==> src/rtl/layer_color_mapper.sv <==
// layer_color_mapper
//   Picks the highest-priority opaque sprite layer for each pixel, looks its colour up in a
//   per-layer palette and drives a registered RGB pixel. An optional hit-flash per layer inverts
//   that layer's colour on alternating frames.
//
// Ports
//   Clk          sole clock, rising edge
//   Reset        synchronous, active-high
//   frame_start  one-cycle pulse at start of frame (steps the flash counters)
//   blank        pixel outside visible area, aligned with layer_hit
//   layer_hit    per-layer bounding-box hit
//   layer_idx    per-layer palette index, ROM_LAT cycles after layer_hit
//   pal_we       palette write strobe
//   pal_addr     palette write address {layer, idx}
//   pal_wdata    palette write data (RGB)
//   flash_req    per-layer flash start
//   flash_busy   per-layer flash counter nonzero (registered)
//   VGA_R/G/B    registered pixel colour, ROM_LAT+2 cycles after hit/blank

module layer_color_mapper #(
    parameter int unsigned NUM_LAYERS   = 4,
    parameter int unsigned IDX_W        = 4,
    parameter int unsigned ROM_LAT      = 2,
    parameter int unsigned FLASH_FRAMES = 8,
    parameter logic [23:0] BG_COLOR     = 24'h0000FF,
    localparam int unsigned SEL_W       = $clog2(NUM_LAYERS),
    localparam int unsigned ADDR_W      = SEL_W + IDX_W
) (
    input  logic                        Clk,
    input  logic                        Reset,
    input  logic                        frame_start,
    input  logic                        blank,
    input  logic [NUM_LAYERS-1:0]       layer_hit,
    input  logic [NUM_LAYERS*IDX_W-1:0] layer_idx,
    input  logic                        pal_we,
    input  logic [ADDR_W-1:0]           pal_addr,
    input  logic [23:0]                 pal_wdata,
    input  logic [NUM_LAYERS-1:0]       flash_req,
    output logic [NUM_LAYERS-1:0]       flash_busy,
    output logic [7:0]                  VGA_R,
    output logic [7:0]                  VGA_G,
    output logic [7:0]                  VGA_B
);

    // Layer-number registers need at least one bit even for a single layer.
    localparam int unsigned LYR_W      = (SEL_W > 0) ? SEL_W : 1;
    localparam int unsigned PAL_DEPTH  = 1 << ADDR_W;
    localparam logic [7:0]  FLASH_LOAD = 8'(FLASH_FRAMES);

    // ------------------------------------------------------------------
    // Align hit/blank with the sprite-ROM index
    // ------------------------------------------------------------------
    logic [NUM_LAYERS-1:0] hit_al;
    logic                  blank_al;

    generate
        if (ROM_LAT == 0) begin : g_no_dly
            assign hit_al   = layer_hit;
            assign blank_al = blank;
        end else begin : g_dly
            logic [NUM_LAYERS-1:0] hit_pipe_q [ROM_LAT];
            logic [ROM_LAT-1:0]    blank_pipe_q;

            always_ff @(posedge Clk) begin
                if (Reset) begin
                    for (int i = 0; i < ROM_LAT; i++) begin
                        hit_pipe_q[i] <= '0;
                    end
                    blank_pipe_q <= '0;
                end else begin
                    hit_pipe_q[0]   <= layer_hit;
                    blank_pipe_q[0] <= blank;
                    for (int i = 1; i < ROM_LAT; i++) begin
                        hit_pipe_q[i]   <= hit_pipe_q[i-1];
                        blank_pipe_q[i] <= blank_pipe_q[i-1];
                    end
                end
            end

            assign hit_al   = hit_pipe_q[ROM_LAT-1];
            assign blank_al = blank_pipe_q[ROM_LAT-1];
        end
    endgenerate

    // ------------------------------------------------------------------
    // Stage 1: priority select of the lowest-numbered opaque layer
    // ------------------------------------------------------------------
    logic             win_found;
    logic [LYR_W-1:0] win_layer;
    logic [IDX_W-1:0] win_idx;

    always_comb begin
        win_found = 1'b0;
        win_layer = '0;
        win_idx   = '0;
        // Walk from the lowest priority upward so the last hit assigned wins.
        for (int k = NUM_LAYERS - 1; k >= 0; k--) begin
            if (hit_al[k] && (layer_idx[k*IDX_W +: IDX_W] != '0)) begin
                win_found = 1'b1;
                win_layer = LYR_W'(k);
                win_idx   = layer_idx[k*IDX_W +: IDX_W];
            end
        end
    end

    logic             s1_any_q;
    logic             s1_blank_q;
    logic [LYR_W-1:0] s1_layer_q;
    logic [IDX_W-1:0] s1_idx_q;

    always_ff @(posedge Clk) begin
        if (Reset) begin
            s1_any_q   <= 1'b0;
            s1_blank_q <= 1'b0;
            s1_layer_q <= '0;
            s1_idx_q   <= '0;
        end else begin
            s1_any_q   <= win_found;
            s1_blank_q <= blank_al;
            s1_layer_q <= win_layer;
            s1_idx_q   <= win_idx;
        end
    end

    // ------------------------------------------------------------------
    // Palette: asynchronous read, so a write on the reading edge yields old data
    // ------------------------------------------------------------------
    logic [23:0]       pal_mem [PAL_DEPTH];
    logic [ADDR_W-1:0] pal_rd_addr;
    logic [23:0]       pal_rd_data;

    // Contents deliberately survive Reset; writes are blocked while it is held.
    always_ff @(posedge Clk) begin
        if (pal_we && !Reset) begin
            pal_mem[pal_addr] <= pal_wdata;
        end
    end

    assign pal_rd_addr = (ADDR_W'(s1_layer_q) << IDX_W) | ADDR_W'(s1_idx_q);
    assign pal_rd_data = pal_mem[pal_rd_addr];

    // ------------------------------------------------------------------
    // Flash counters: load beats decrement, saturate at zero
    // ------------------------------------------------------------------
    logic [7:0]            flash_cnt_q [NUM_LAYERS];
    logic [7:0]            flash_cnt_d [NUM_LAYERS];
    logic [NUM_LAYERS-1:0] flash_busy_q;

    always_comb begin
        for (int k = 0; k < NUM_LAYERS; k++) begin
            flash_cnt_d[k] = flash_cnt_q[k];
            if (flash_req[k]) begin
                flash_cnt_d[k] = FLASH_LOAD;
            end else if (frame_start && (flash_cnt_q[k] != 8'd0)) begin
                flash_cnt_d[k] = flash_cnt_q[k] - 8'd1;
            end
        end
    end

    // flash_busy is built from the next count so it tracks the counter register exactly.
    always_ff @(posedge Clk) begin
        if (Reset) begin
            for (int k = 0; k < NUM_LAYERS; k++) begin
                flash_cnt_q[k] <= 8'd0;
            end
            flash_busy_q <= '0;
        end else begin
            for (int k = 0; k < NUM_LAYERS; k++) begin
                flash_cnt_q[k]  <= flash_cnt_d[k];
                flash_busy_q[k] <= (flash_cnt_d[k] != 8'd0);
            end
        end
    end

    assign flash_busy = flash_busy_q;

    // ------------------------------------------------------------------
    // Stage 2: colour select and output register
    // ------------------------------------------------------------------
    logic        win_invert;
    logic [23:0] color_d;
    logic [23:0] color_q;

    // Odd count implies nonzero, so bit 0 alone selects the inverted frames.
    assign win_invert = flash_cnt_q[s1_layer_q][0];

    always_comb begin
        color_d = BG_COLOR;
        if (s1_blank_q) begin
            color_d = 24'h000000;
        end else if (s1_any_q) begin
            color_d = win_invert ? ~pal_rd_data : pal_rd_data;
        end
    end

    always_ff @(posedge Clk) begin
        if (Reset) begin
            color_q <= BG_COLOR;
        end else begin
            color_q <= color_d;
        end
    end

    assign VGA_R = color_q[23:16];
    assign VGA_G = color_q[15:8];
    assign VGA_B = color_q[7:0];

endmodule

==> config.mk <==
export PLATFORM = sky130hd
export DESIGN_NAME = layer_color_mapper
export DESIGN_NICKNAME = d
export VERILOG_FILES = /design/src/rtl/layer_color_mapper.sv
export SDC_FILE = /design/constraint.sdc
export NUM_CORES = 1
export LEC_CHECK = 0
export CORE_MARGIN = 2
export CORE_UTILIZATION = 30
export DETAILED_ROUTE_END_ITERATION = 7
export HOLD_SLACK_MARGIN = 0.12
export PLACE_DENSITY_LB_ADDON = 0.05
export SLEW_MARGIN = 20
export SYNTH_ARGS = -nofsm -noshare
export SYNTH_HDL_FRONTEND = slang
export SYNTH_SLANG_ARGS = --single-unit
==> constraint.sdc <==
create_clock -name Clk -period 8.92 [get_ports Clk]
set_input_delay 2.23 -clock Clk [delete_from_list [all_inputs] [get_ports Clk]]
set_output_delay 2.23 -clock Clk [all_outputs]
set_load 0.01 [all_outputs]
==> results.md, run 1 <==
- Status: finished clean
- Chip height: 461 um
- Maximum VDD drop: around 0.22 mV
- Number of global-route vias before repair: 32596
- Via density per instance: 5.14
- Total gr overflow: 0
- P_leak: 22.1 nW
- Synthesized instance count: 3074
- Max Slew Vio Count: 0
- Share of the core filled with cells: 35.3%
- # setup viols final: 0
- Netlist cell types: 70
- Fillers: 19261
- Setup Skew: 0.0276 ns
- Final number of hold-violating endpoints: 0
- Vias: 31845
- Power Dens Cells: 233 nW/um2
- Gp weighted congestion: 0.852
- Clock-pin slew on the worst setup and hold paths: around 0.06 ns
- Hold-fix buffers, CTS: 0
- Final Net Count: 3316
- Async SR Flop Fraction: 0%
- Post-synth top flop: edfxtp_1
- Antenna-violating nets left: 0
- Die span in x: ~460 um
- Dpl cells: 5850
- Area after DPL: between 60000 and 70000 um2
- #FFs+latches synth: 1614
- DR iter-0 viols: approximately 3600
- Max-cap violations: 0
- Sequential area share after synthesis: 76.2%
- CTS Root Cell: clkbuf_16
- Worst-skew pair later-pin latency: about 0.83 ns
- CTS resizes: 0
- Power consumption: 17.0 mW
- P&R area growth vs syn: 16.7%
- Clk sink count: roughly 1600
- # rows: 167
- GRT Total Usage: 20.3%
- DR pass1 iterations: 5
- Area of the mapped netlist: 62500 um2
- Core Region: ~210000 um2
- Die Footprint: 212000 um2
- Htree depth: 4
- Final worst setup slack: 4.12 ns
- CP Class: primary input to flip-flop
- Hold path cells: 1
- Post-DP HPWL: around 140 mm
- EDFF count, synth: roughly 1500
- Hold WS: 0.434 ns
- Period Utilization, post-route: 53.9%
- Crit Path Max Fanout: 24
- CP endpoint kind: flip-flop
- CTS tree: yes
- Clk buf depth: 3
- Worst-Margin Slew: 1.24 ns
- Post-CTS setup buffers: 0
- Starting Density: between 30 and 40%
- Port bufs: 86
- Mapped Nets: 3141
- Final wirelength: between 200 and 250 mm
- CP required: 9.35 ns
- Reg2Reg Depth: 7
- IO Pins: 87
- Largest net degree at the start of global routing: 84
- Critical Path AT: 5.23 ns
- Mean Syn Cell Area: 20.3 um2
- Area of the multi-input gates: around 14000 um2
- WL/cell: approximately 35 um
- RSZ-0062 raised after global routing: false
- Period minus WS final: 4.80 ns
- First-pass GRT wire length: 289 mm
- TritonCTS Buffers: approximately 180
- Yosys warnings: 0
- Residual DRC count: 0
- Fraction of layout cells with a size suffix above 1: around a quarter
- Setup WS pre-CTS: 3.27 ns
- Register area: 47700 um2
- Final Instance Area: 73000 um2
- Slew HR: 14.8%
- Hold WC Path Type: flip-flop to flip-flop
- Critical Path Start Type: primary input
- Fin cells: slightly above 6000
- Initial antenna violation count: 28
- F_max: 0.208 GHz
- Setup_tns: 0 ns
cells in the final DEF, fill, tap and decap left out, drive strengths merged, types with 30 or more instances in the layout:
master,n
a21oi,42
a22oi,45
buf,97
clkbuf,233
clkdlybuf4s50,61
clkinv,77
dfxtp,78
edfxtp,1536
mux2i,128
mux4,338
nand2,120
nand3,30
nor2,127
nor2b,36
nor3,35
o22ai,57
flip-flops by register name (all words and copies together) (netlist names):
signal              cells
pal_mem              1536
flash_cnt_q            32
color_q                24
g_dly.hit_pipe_q        8
flash_busy              4
s1_idx_q                4
g_dly.blank_pipe_q      2
s1_layer_q              2
s1_any_q                1
s1_blank_q              1
synthesized netlist by cell type, types with 6 or more instances:
library cell,number,area (um2)
a211oi_1,26,195
a21oi_1,42,210
a22oi_1,45,338
a31oi_1,22,138
a32oi_1,15,131
and2_1,16,100
and3_1,11,68.8
buf_1,13,48.8
buf_2,36,180
buf_4,45,338
buf_6,17,191
clkbuf_1,53,199
dfxtp_1,78,1560
edfxtp_1,1536,46100
ha_1,8,100
inv_1,20,75.1
mux2_2,29,327
mux2i_1,128,1280
mux4_2,338,7610
nand2_1,120,450
nand2b_1,15,93.8
nand3_1,30,150
nand3b_1,9,67.6
nand4_1,10,62.6
nor2_1,127,477
nor2b_1,36,225
nor3_1,35,175
nor4_1,7,43.8
nor4b_1,7,61.3
o21ai_0,16,80.1
o221ai_1,7,61.3
o22ai_1,57,357
or2_2,6,37.5
or3b_2,10,87.6
or4_1,7,52.6
xnor2_1,14,123
critical path, cell delays in order:
cell and delay (ns):
clkdlybuf4s50_1 0.62, nor3_1 0.57, nand2_1 0.77, nor2_4 1.01
worst paths after layout:
path | start | end | slack (ns)
setup reg to reg | s1_idx_q[0]$_SDFF_PP0_ | color_q[11]$_SDFF_PP0_ | 4.49
hold / removal | g_dly.hit_pipe_q[0][1]$_SDFF_PP0_ | g_dly.hit_pipe_q[0][5]$_SDFF_PP0_ | 0.43
hold reg to reg | g_dly.hit_pipe_q[0][1]$_SDFF_PP0_ | g_dly.hit_pipe_q[0][5]$_SDFF_PP0_ | 0.43
setup / recovery | pal_addr[1] | pal_mem[48][18]$_DFFE_PP_ | 4.12
where the power goes:
group | switching, mW | total, mW | internal (mW)
clock network | 3.12 | 7.55 | 4.43
registers | 0.0429 | 8.39 | 8.34
logic | 0.740 | 1.09 | 0.352
per-layer routing:
layer | GRT usage, % | share of wire, % | up-vias
met1 | 28.7 | 45 | 17411
met2 | 32.3 | 47 | 1064
met5 | 0 | 0.028 | -
li1 | - | - | 13114
met4 | 5.23 | 2.4 | 10
met3 | 3.44 | 6.2 | 246
cells by family after synthesis:
logic type,after synthesis,share of synthesized area (%)
AOI/OAI and AO/OA,285,3.18
xor gates and xnor gates,19,0.266
and+or+nand+nor,463,3.66
DFF,1614,76.2
adders and majority gates,8,0.160
muxes,495,14.7
buffers and inverters,190,1.74
area by class of cell:
| type | count | area share [%] |
|---|---|---|
| sequential | 1614 | 65.4 |
| multi-input combinational | 1270 | 19.5 |
| clock buffer | 233 | 6.69 |
| tap | 2788 | 4.78 |
| timing repair buffer | 158 | 1.95 |
| clock inverter | 104 | 1.54 |
| inverter | 22 | 0.113 |
| antenna | 7 | 0.0240 |
(Power assumes the default switching activity.)
==> run 2: changes to the inputs <==
==> constraint.sdc (replaced) <==
create_clock -name Clk -period 4.25 [get_ports Clk]
set_input_delay 1.0625 -clock Clk [delete_from_list [all_inputs] [get_ports Clk]]
set_output_delay 1.0625 -clock Clk [all_outputs]
set_load 0.01 [all_outputs]
==> run 2 against run 1 <==
Compared with the run above:
- worst setup slack lost 3.8 ns
- global-route usage shrank 0.95 points
- wire length is 4.6% lower
- critical endpoint is now color_q[5]$_SDFF_PP1_
- highest routed layer is now met4
==> results.md, run 2 (synthesis gave the netlist of run 1 again) <==
- Status: finished clean
- GRT Total Usage: 19.3%
- Biggest register: pal_mem
- Post-CTS setup buffers: 0
- Critical Path AT: 4.67 ns
- RSZ-0062 raised after global routing: false
- Clk sink count: 1614
- Commonest non-fill, non-tap cell in the layout: edfxtp_1
- Period minus WS final: 3.90 ns
- First-pass GRT wire length: 282 mm
- P&R area growth vs syn: 19.0%
- Worst-Margin Slew: between 1 and 1.5 ns
- Via density per instance: 5.05
- Htree depth: 4
- Hold WC Path Type: flip-flop to flip-flop
- # rows: approximately 170
- Largest net degree at the start of global routing: 65
- Initial antenna violation count: 12
- # setup viols final: 0
- Share of the core filled with cells: 35.9%
- Final wirelength: 205 mm
- Crit Path Max Fanout: 32
- Top flop regs: pal_mem x1536, flash_cnt_q x32, color_q x24
- Maximum VDD drop: ~0.41 mV
- Max-cap violations: 0
- TritonCTS Buffers: roughly 180
- CTS tree: yes
- Residual DRC count: 0
- WL/cell: 32.2 um
- DR iter-0 viols: between 2000 and 3000
- Number of global-route vias before repair: around 34000
- Antenna-violating nets left: 0
- Power Dens Cells: 469 nW/um2
- DR pass1 iterations: 7
- Clk buf depth: 3
- F_max: 0.257 GHz
- Clock-pin slew on the worst setup and hold paths: 0.06 ns
- Fraction of layout cells with a size suffix above 1: between 20% and 30%
- Core Region: 207000 um2
- R2r setup slk: 0.35 ns
- Hold-fix buffers, CTS: 0
- Setup Skew: about 0.027 ns
- CP endpoint kind: flip-flop
- Total gr overflow: 0
- Slew HR: 18.1%
- CTS Root Cell: clkbuf_16
- P_leak: 23.0 nW
- Final number of hold-violating endpoints: 0
- Die span in x: 461 um
- Setup_tns: 0 ns
- Critical Path Start Type: flip-flop
- Die Footprint: 212000 um2
- Max Slew Vio Count: 0
- CP Class: flip-flop to flip-flop
- Commonest non-fill, non-tap cells in the layout: edfxtp_1 (1536), mux4_2 (338), buf_4 (209)
- Vias: 32215
- Port bufs: 86
- Gp weighted congestion: 0.794
- Worst-skew pair later-pin latency: 0.84 ns
- Starting Density: 30.2%
- Post-DP HPWL: 135 mm
- Final Net Count: 3501
- Chip height: 461 um
- IO Pins: 87
- Max FFs per register: 1536
- Fillers: 19054
- CTS resizes: 0
- Period Utilization, post-route: approximately nine tenths
- CP required: 5.03 ns
[run 2: cell types whose count changed in the layout (fill, tap and decap cells not counted), moves of 10 or more]
cell       delta
buf_4       +135
bufinv_16    -12
buf_12       +41
buf_2        +10
clkbuf_1     +11
[run 2: power breakdown]
| part | leakage (nW) | internal [mW] | switching, mW |
|---|---|---|---|
| combinational | 5.75 | 0.830 | 1.39 |
| clock | 2.76 | 8.60 | 6.43 |
| sequential | 14.5 | 17.5 | 0.114 |
| total | 23.0 | 26.9 | 7.94 |
[run 2: path summary, 6_finish.rpt]
kind,from,end,depth (start not counted)
setup / recovery,s1_idx_q[0]$_SDFF_PP0_,color_q[5]$_SDFF_PP1_,8
hold / removal,g_dly.blank_pipe_q[0]$_SDFF_PP0_,g_dly.blank_pipe_q[1]$_SDFF_PP0_,1
setup reg to reg,s1_idx_q[0]$_SDFF_PP0_,color_q[5]$_SDFF_PP1_,8
hold reg to reg,g_dly.blank_pipe_q[0]$_SDFF_PP0_,g_dly.blank_pipe_q[1]$_SDFF_PP0_,1
[run 2: routing by layer]
layer	wire length (um)	track usage, %	up-vias
li1	-	-	13469
met4	3620	4.23	0
met5	0	0	-
met1	95300	27.7	17714
met2	97800	31.3	836
met3	8500	2.60	196
[run 2: critical path, stage by stage, from the launching register on]
cell,delay [ns]
dfxtp_4,0.58
buf_4,0.32
nor2_1,0.94
a22oi_1,0.29
a21oi_1,0.38
or4b_1,0.24
a21oi_1,0.08
a311oi_1,0.73
buf_4,0.23
[run 2: cell type report]
class	count	area [um2]	area share, %
multi-input cells	1270	14200	19.1
inverters	22	83.8	0.113
well taps	2788	3490	4.69
diodes	3	7.51	0.0101
repair buffers	343	3280	4.41
flip-flops and latches	1614	47700	64.1
clock buffers	246	4950	6.65
clock inverters	88	713	0.958
[run 2: through the flow]
step,hold WS (ns),cells,total power [mW],cell area (um2),setup slack [ns]
final,0.434,6374,34.9,74400,0.354
after global placement,0.423,6035,20.2,68700,0.297
after floorplan,0.414,3074,19.0,62500,0.402
after CTS,0.442,6369,35.4,74400,0.229
after global routing,0.462,6371,36.0,74400,0.258
after detailed placement,0.431,6035,20.2,68700,0.255
==> run 3: changes to the inputs <==
--- a/config.mk
+++ b/config.mk
@@ -7,6 +7,7 @@
 export LEC_CHECK = 0
 export CORE_MARGIN = 2
 export CORE_UTILIZATION = 30
+export CTS_BUF_LIST = sky130_fd_sc_hd__clkbuf_8
 export DETAILED_ROUTE_END_ITERATION = 7
 export HOLD_SLACK_MARGIN = 0.12
 export PLACE_DENSITY_LB_ADDON = 0.05
==> run 3 against run 2 <==
Compared with the run above:
- sequential power hardly changed
- die area unchanged
- clock skew is 0.048 ns higher
- first-iteration DRC count rose by 9.6%
- wire length is 1.0% higher
- combinational power about the same
- design area shrank 0.16%
- hold slack got worse by 0.016 ns
- critical endpoint unchanged
- largest cell class unchanged
- largest power group unchanged
==> results.md, run 3 (synthesis gave the netlist of run 1 again) <==
- CP required: 5.24 ns
- First-pass GRT wire length: 284 mm
- Final worst setup slack: 0.261 ns
- # setup viols final: 0
- P_leak: 23.4 nW
- CP endpoint kind: flip-flop
- Number of global-route vias before repair: 34717
- Hold-fix buffers, CTS: 0
- Crit path from: s1_idx_q[0]$_SDFF_PP0_
- CTS Root Cell: clkbuf_8
- Starting Density: 30.2%
- Final wirelength: between 200 and 250 mm
- Setup WS pre-CTS: between 0.2 and 0.3 ns
- Slew HR: ~18%
- Hold WC Path Type: primary input to flip-flop
- DR iter-0 viols: between 3000 and 4000
- Worst-Margin Slew: ~1.2 ns
- Period Utilization, post-route: 93.9%
- Status: finished clean
- Largest net degree at the start of global routing: 65
- F_max: 0.251 GHz
- DR pass1 iterations: 5
- Commonest non-fill, non-tap cell in the layout: edfxtp_1
- Total gr overflow: 0
- Fraction of layout cells with a size suffix above 1: 29.4%
- Clk sink count: 1614
- Worst path cell trace: buf_4 -> nor2_1 -> a22oi_1 -> a21oi_1 -> or4b_1 -> a21oi_1 -> a311oi_1 -> buf_4
- Final number of hold-violating endpoints: 0
- Final Net Count: 3624
- Post-CTS setup buffers: 0
- Setup_tns: 0 ns
- Max-cap violations: 0
- # rows: 167
- Biggest register: pal_mem
- Vias: 32933
- Max Slew Vio Count: 0
- Htree depth: 5
- Gp weighted congestion: 0.794
- TritonCTS Buffers: 307
- Die span in x: ~460 um
- R2r setup slk: 0.26 ns
- Chip height: 461 um
- Worst stage delay on the critical path: ~0.94 ns
- Die Footprint: 212000 um2
- Commonest non-fill, non-tap cells in the layout: edfxtp_1 (1536), mux4_2 (338), clkbuf_8 (323)
- Top flop regs: pal_mem x1536, flash_cnt_q x32, color_q x24
- Maximum VDD drop: between 0.3 and 0.4 mV
- Power Dens Cells: ~460 nW/um2
- CTS resizes: 0
- Crit Path Max Fanout: 32
- Setup Skew: 0.0748 ns
- Via density per instance: 5.02
- Critical Path Slowest Stage Cell: nor2_1
- Port bufs: between 80 and 90
- Reg2Reg Depth: 8
- Max FFs per register: 1536
- Critical Path Start Type: flip-flop
- IO Pins: 87
- Critical Path AT: around 5 ns
- Worst-skew pair later-pin latency: 1.05 ns
- Crit path capture: color_q[5]$_SDFF_PP1_
- Post-DP HPWL: around 130 mm
- Critical register-to-register path startpoint: s1_idx_q[0]$_SDFF_PP0_
- P&R area growth vs syn: 18.8%
- Residual DRC count: 0
- CP Class: flip-flop to flip-flop
- GRT Total Usage: 19.5%
- RSZ-0062 raised after global routing: false
- Core Region: 207000 um2
- Antenna-violating nets left: 0
- Initial antenna violation count: 20
- CTS tree: yes
- R2R Path End: color_q[5]$_SDFF_PP1_
- Clock-pin slew on the worst setup and hold paths: 0.05 ns
- Period minus WS final: 3.99 ns
- WL/cell: approximately 32 um
- Clk buf depth: 4
==> run 3: cell types whose count changed in the layout (fill, tap and decap cells not counted), sizes merged, moves of 3 or more <==
cell,previous run,this run
clkinv,72,86
clkinvlp,1,4
diode,3,7
bufinv,7,12
inv,30,119
clkbuf,246,323
==> run 3: final cells by class <==
type	instances	area, um2
timing repair buffer	342	3260
fill	19236	133000
multi-input combinational	1270	14200
clock buffer	323	4450
inverter	22	83.8
clock inverter	199	1110
antenna	7	17.5
tap	2788	3490
sequential	1614	47700
==> run 3: critical path: cells and delay by family (launching register included) <==
kind / cells / cell delay (ns)
AO/OA/AOI/OAI: 4 / 1.56
buffers and inverters: 2 / 0.55
flip-flops: 1 / 0.57
AND/OR/NAND/NOR: 2 / 1.18
==> run 3: per-stage QoR <==
step	total power [mW]	hold slack [ns]	instance area [um2]	cells	utilization, %
2_1_floorplan	19.0	0.414	62500	3074	-
3_3_place_gp	20.2	0.423	68700	6035	33.2
3_5_place_dp	20.2	0.431	68700	6035	33.2
4_1_cts	34.6	0.291	74200	6557	35.9
5_1_grt	35.3	0.355	74300	6559	35.9
6_report	34.0	0.418	74300	6565	35.9
==> run 3: power breakdown <==
part	switching, mW	internal, mW	leakage, nW
clock	6.46	7.69	3.20
sequential	0.113	17.5	14.5
combinational	1.40	0.828	5.74
==> run 3: per-layer routing <==
layer	global-route usage, %	up-vias	part of all wire, %
met2	31.3	1036	48
met5	0	-	0
met4	4.97	0	1.9
met1	27.3	17907	45
met3	3.45	245	5.2
li1	-	13745	-
==> run 3: worst min path at each step <==
stage / start / to / cells past startpoint
5_1_grt: Reset / s1_blank_q$_SDFF_PP0_ / 2
6_report: Reset / s1_blank_q$_SDFF_PP0_ / 2
4_1_cts: Reset / s1_blank_q$_SDFF_PP0_ / 2
3_5_place_dp: g_dly.blank_pipe_q[0]$_SDFF_PP0_ / g_dly.blank_pipe_q[1]$_SDFF_PP0_ / 1
3_3_place_gp: g_dly.hit_pipe_q[0][3]$_SDFF_PP0_ / g_dly.hit_pipe_q[0][7]$_SDFF_PP0_ / 1
2_1_floorplan: g_dly.blank_pipe_q[0]$_SDFF_PP0_ / g_dly.blank_pipe_q[1]$_SDFF_PP0_ / 1
